### src/rtl/regfile_sb.sv
// Register file with one write port, two combinational read ports with write-through
// bypass, and a per-register pending-write scoreboard for RAW hazard detection.
module regfile_sb #(
  parameter int DATA_W = 32,
  parameter int ADDR_W = 5
) (
  input  logic              clk,
  input  logic              rst,
  input  logic              regfile_wr,
  input  logic [ADDR_W-1:0] regfile_addr_wr,
  input  logic [DATA_W-1:0] regfile_data_wr,
  input  logic [ADDR_W-1:0] addr_rs1,
  output logic [DATA_W-1:0] data_rs1,
  input  logic [ADDR_W-1:0] addr_rs2,
  output logic [DATA_W-1:0] data_rs2,
  input  logic              sb_set,
  input  logic [ADDR_W-1:0] sb_addr,
  input  logic              sb_flush,
  output logic              busy_rs1,
  output logic              busy_rs2,
  output logic              busy_any
);

  localparam int NUM_REGS = 1 << ADDR_W;

  logic [DATA_W-1:0]   r_regs [NUM_REGS];
  logic [NUM_REGS-1:0] r_pend;
  logic [NUM_REGS-1:0] w_pend_nxt;
  logic                w_hit1;
  logic                w_hit2;

  // A writeback landing this cycle both forwards its data and resolves the hazard.
  assign w_hit1 = regfile_wr && (regfile_addr_wr == addr_rs1);
  assign w_hit2 = regfile_wr && (regfile_addr_wr == addr_rs2);

  assign data_rs1 = (addr_rs1 == '0) ? '0 : (w_hit1 ? regfile_data_wr : r_regs[addr_rs1]);
  assign data_rs2 = (addr_rs2 == '0) ? '0 : (w_hit2 ? regfile_data_wr : r_regs[addr_rs2]);

  assign busy_rs1 = (addr_rs1 != '0) && r_pend[addr_rs1] && !w_hit1;
  assign busy_rs2 = (addr_rs2 != '0) && r_pend[addr_rs2] && !w_hit2;
  assign busy_any = |r_pend;

  // Set is applied last so a newly issued producer wins over a clear or a flush.
  always_comb begin
    w_pend_nxt = r_pend;
    if (sb_flush) begin
      w_pend_nxt = '0;
    end else if (regfile_wr) begin
      w_pend_nxt[regfile_addr_wr] = 1'b0;
    end
    if (sb_set && (sb_addr != '0)) begin
      w_pend_nxt[sb_addr] = 1'b1;
    end
    w_pend_nxt[0] = 1'b0;
  end

  always_ff @(posedge clk or posedge rst) begin
    if (rst) begin
      for (int i = 0; i < NUM_REGS; i++) begin
        r_regs[i] <= '0;
      end
      r_pend <= '0;
    end else begin
      if (regfile_wr && (regfile_addr_wr != '0)) begin
        r_regs[regfile_addr_wr] <= regfile_data_wr;
      end
      r_pend <= w_pend_nxt;
    end
  end

endmodule

### config.mk
export PLATFORM = sky130hd
export DESIGN_NAME = regfile_sb
export DESIGN_NICKNAME = d
export VERILOG_FILES = /design/src/rtl/regfile_sb.sv
export SDC_FILE = /design/constraint.sdc
export NUM_CORES = 2
export LEC_CHECK = 0
export BUFFER_PORTS_ARGS = -buffer_cell sky130_fd_sc_hd__clkbuf_2
export CAP_MARGIN = 30
export CORE_MARGIN = 1.5
export CORE_UTILIZATION = 60
export DETAILED_ROUTE_END_ITERATION = 10
export PLACE_DENSITY = 0.86
export SLEW_MARGIN = 5
export SYNTH_ARGS = -nofsm -noshare
export SYNTH_HDL_FRONTEND = slang
export SYNTH_SLANG_ARGS = --single-unit
export TNS_END_PERCENT = 10
### constraint.sdc
create_clock -name clk -period 67.3 [get_ports clk]
set_input_delay 0 -clock clk [delete_from_list [all_inputs] [get_ports clk]]
set_output_delay 0 -clock clk [all_outputs]
set_load 0.05 [all_outputs]
After elaboration in Yosys (flattened, before gate mapping)
Index checks and enable logic that the tools add are counted.
Word-level totals
  input bits: 57
  register bits after elaboration: 1055
  output and inout port bits: 67
  logic and storage cells: 95
Cells by class
  eq/ne operators: 2
  $lt $le $gt $ge: 10
  muxes and demuxes: 24
  bitwise gates (word level): 6
  reduce and logical (&&, ||, !) cells: 20
Operator list (count)
  1024-bit bitwise mux: 1
  32-bit two-way mux: 12
  32-bit binary-select mux with 5-bit select: 2
  32-bit demux with 5-bit select: 1
  32-bit bitwise AND: 1
  32-bit inverter: 1
  32-bit bitwise OR: 1
  31-bit OR reduction: 1
  5-bit by 6-bit less-than comparator with 1-bit output (second input constant): 4
  5-bit nonzero test: 4
  6-bit greater-or-equal comparator (second input constant): 3
  5-bit inverter with 6-bit output: 3
  1-bit logical AND: 11
  1-bit binary-select mux with 5-bit select: 2
  1-bit demux with 5-bit select: 2
  5-bit equality test: 2
  5-bit by 1-bit greater-or-equal comparator with 1-bit output (second input constant): 2
  5-bit zero test: 2
  6-bit by 1-bit less-than comparator with 1-bit output (second input constant): 1
  1-bit two-way mux: 4
  1-bit zero test: 2

Longest topological paths before layout
  word-level depth: 10
  depth in mapped cells: 10
  gate-level depth less buffers: 5

Worst setup path before layout
Ideal clock, no wire load.
  path kind: input -> output
  start: input addr_rs2[1]
  end: output busy_rs2
  data required time: 67300 ps
  arrival time: 2538 ps
  stages on the path: 9
  setup slack: 64762 ps
  path buffers: 4
  cells stage by stage: buf_4 -> buf_4 -> buf_4 -> buf_4 -> nand2_1 -> mux2i_1 -> mux4_2 -> nor2_1 -> nor4_1
Between the ends
  cells in the longest elaborated chain, start to end: 4
  elaborated cells between the ends (all ways): 8
  those cells by class: 1 x eq/ne; 2 x mux; 5 x reduce/logical
RTL lines
  start: declaration: line 14  | input logic [ADDR_W-1:0] addr_rs2,
  1-bit binary-select mux with 5-bit select or 5-bit equality test (tied branches): line 40, 34
  1-bit two-way mux (implied by the code) or 1-bit logical AND (tied branches): line 40, 34
  1-bit logical AND or 1-bit zero test (tied branches): line 40  | assign busy_rs2 = (addr_rs2 != '0) && r_pend[addr_rs2] && !w_hit2;
  1-bit logical AND *: line 40
  end: declaration: line 20  | output logic busy_rs2,
Every way passes the cells marked *; elsewhere a longest branch is shown, timed or not. The select of a mux whose other input is x is not followed.

Worst setup path in the final report
  start: input addr_rs2[1]
  end: output data_rs2[14]
Between the ends
  cells in the longest elaborated chain, start to end: 6
  elaborated cells between the ends (all ways): 9
  those cells by class: 1 x eq/ne; 5 x mux; 1 x bitwise; 2 x reduce/logical
RTL lines
  5-bit inverter with 6-bit output (implied by the code): line 37  | assign data_rs2 = (addr_rs2 == '0) ? '0 : (w_hit2 ? regfile_data_wr : r_regs[addr_rs2]);
  32-bit binary-select mux with 5-bit select: line 37
  32-bit two-way mux (implied by the code) (2 in a row): line 37
  32-bit two-way mux: line 37
  32-bit two-way mux *: line 37
  end: declaration: line 15  | output logic [DATA_W-1:0] data_rs2,
Marks and branches as above.

==> flow_metrics.env <==
export IMPL_status="finished clean"
export IMPL_io_pins=124
export IMPL_post_place_ws_ns=62.52
export IMPL_drt_iter0_markers=6452
export IMPL_drt_pre_antenna_iters=6
export IMPL_ys_warn_count=0
export IMPL_grt_max_degree=179
export IMPL_place_port_buffers=123
export IMPL_path_clk_slew_ns=0.06
export IMPL_syn_cell_area_sq_mm=0.0572
export IMPL_min_path_type="input pin to async pin"
export IMPL_cts_made_buffers=105
export IMPL_finalCritPeriodShare_pct=6.88
export IMPL_die_w_um=312
export IMPL_placed_area_sq_mm=0.0582
export IMPL_drive_gt1_share_pct=48.4
export IMPL_cp_end_kind="output port"
export IMPL_slew_headroom_pct=23.8
export IMPL_setup_viol=0
export IMPL_ys_flop_type="dfrtp_1"
export IMPL_chipHeight_um=312
export IMPL_hpwl_um=102000
export IMPL_timing_fmax_mhz=216
export IMPL_start_util_pct=60.4
export IMPL_grt_pass1_vias=40855
export IMPL_path_max_fanout=65
export IMPL_grt_total_usage_pct=36.9
export IMPL_async_flop_share_pct=100
export IMPL_totalWireLength_um=180000
export IMPL_setup_tns_final_ns=0
export IMPL_min_period_ns=4.63
export IMPL_cts_buffer_depth=3
export IMPL_crit_arrival_ns=4.63
export IMPL_synth_cell_types=63
export IMPL_final_area_sq_mm=0.0620
export IMPL_clock_skew_ns=0
export IMPL_core_area_sq_mm=0.0947
export IMPL_rows=113
export IMPL_tightest_slew_ns=1.14
export IMPL_multiInputGateArea_sq_mm=0.0286
export IMPL_detail_route_antenna_nets=0
export IMPL_post_cts_setup_buffers=0
export IMPL_clock_sinks=1055
export IMPL_ctsRootBufferMaster="clkbuf_16"
export IMPL_area_growth_pct=8.46
export IMPL_clk_latency_ns=0.68
export IMPL_synthCells=3972
export IMPL_seq_area_frac_synth_pct=46.1
export IMPL_drc=0
export IMPL_cts_tree="built"
export IMPL_rsz0062_at_grt="no"
export IMPL_powerDensity_mw_per_mm2=29.7
export IMPL_final_cell_mix="1,055 x dfrtp_1, 1,005 x mux2_2, 455 x mux4_2"
export IMPL_via_per_inst=7.63
export IMPL_nets=3938
export IMPL_hold_viol=0
export IMPL_maxCapViolations=0
export IMPL_grt_overflow_total=0
export IMPL_timing_final_ws_setup_ns=62.67
export IMPL_leakage_nw=26.8
export IMPL_peakVddDrop_uv=24.6
export IMPL_die_area_sq_mm=0.0972
export IMPL_nFillCells=6341
export IMPL_drv_slew=0
export IMPL_cts_max_level=3
export IMPL_critical_path_class="input pin to output port"
export IMPL_place_congestion=0.883
export IMPL_synth_fp_nets=4029
export IMPL_route_vias_total=39922
export IMPL_synth_area_per_cell_sq_um=14.4
export IMPL_wl_per_cell_um=34.3
export IMPL_critPathRequiredTime_ns=67.30
export IMPL_ys_seq_elements=1055
export IMPL_ff_latch_area_sq_mm=0.0264
export IMPL_cp_start_kind="input pin"
export IMPL_synth_edff_count=0
export IMPL_finalPower_mw=1.84
export IMPL_final_common_cell="dfrtp_1"
export IMPL_grt_pass1_wl_um=267000
export IMPL_antenna_found_initial=10
cell type report:
type,instances,share of cell area (%)
inverters,24,0.159
clock inverters,30,0.508
well taps,1265,2.55
multi-input cells,2447,46.0
repair buffers,248,3.12
diodes,3,0.0121
flip-flops and latches,1055,42.5
clock buffers,158,5.06
repair_timing:
item                      in CTS  in global routing
hold buffers                  17                  0
gates resized for setup        0                  0
hold endpoints to repair     224                  0
where the power goes:
| group | internal (mW) | switching [mW] | leakage [nW] | total, mW |
|---|---|---|---|---|
| clock | 0.340 | 0.257 | 1.69 | 0.597 |
| combinational | 0.218 | 0.184 | 11.6 | 0.402 |
| sequential | 0.752 | 0.0937 | 13.6 | 0.845 |
| total | 1.31 | 0.535 | 26.8 | 1.84 |
routing by layer:
metal | vias up | part of all wire, % | global-route usage (%)
met1 | 20637 | 35 | 47.8
met3 | 800 | 14 | 12.0
li1 | 15112 | - | -
met4 | 16 | 6.4 | 22.3
met5 | - | 0.061 | 0
met2 | 3357 | 45 | 54.5
synthesized netlist by cell type (48+ instances only):
cell type	n	share of area (%)
a22oi_1	48	0.63
buf_2	98	0.86
buf_4	55	0.72
clkbuf_1	250	1.6
dfrtp_1	1055	46
mux2_2	1005	20
mux2i_1	152	2.7
mux4_2	455	18
nand2_1	120	0.79
nor2_1	94	0.62
nor3_1	68	0.59
o22ai_1	73	0.80
state kept, by name, indices dropped and copies added (netlist names):
signal / count
r_regs: 1024
r_pend: 31
kinds of logic after synthesis:
logic type | share of synthesized area [%]
buf+inv | 4.27
xor+xnor | 0.153
flops | 46.1
compound gates | 4.79
simple gates | 3.86
mux | 40.8
stage by stage:
stage / instances / hold WS (ns) / util [%]
2_1_floorplan: 3972 / 0.152 / -
6_report: 5230 / 0.0170 / 65.5
3_5_place_dp: 5011 / 0.230 / 61.4
5_1_grt: 5228 / 0.106 / 65.5
4_1_cts: 5216 / 0.0274 / 65.2
3_3_place_gp: 5004 / 0.214 / 61.3
path summary, 6_finish.rpt:
| path | start | to | slack, ns | cells after the start |
|---|---|---|---|---|
| worst max-delay path | addr_rs2[1] | data_rs2[14] | 62.67 | 9 |
| worst min register to register | r_regs[996]$_DFFE_PP0P_ | r_regs[996]$_DFFE_PP0P_ | 0.40 | 0 |
| worst min-delay path | rst | r_regs[648]$_DFFE_PP0P_ | 0.02 | 3 |
| min in group clk | regfile_data_wr[13] | r_regs[461]$_DFFE_PP0P_ | 0.06 | 2 |
| worst max register to register | r_pend[31]$_DFF_PP0_ | r_pend[31]$_DFF_PP0_ | 65.96 | 3 |
| max in group asynchronous | rst | r_regs[335]$_DFFE_PP0P_ | 63.52 | 8 |
critical path, stage by stage:
cell and delay, ns:
buf_8 0.55, buf_4 0.85, buf_4 0.79, mux4_2 0.36, o22ai_1 0.10, nor3_1 0.42, a211oi_1 0.12, nor3_1 0.83
clkbuf_2 0.42
Note: power is estimated with default switching activity, not from simulation.
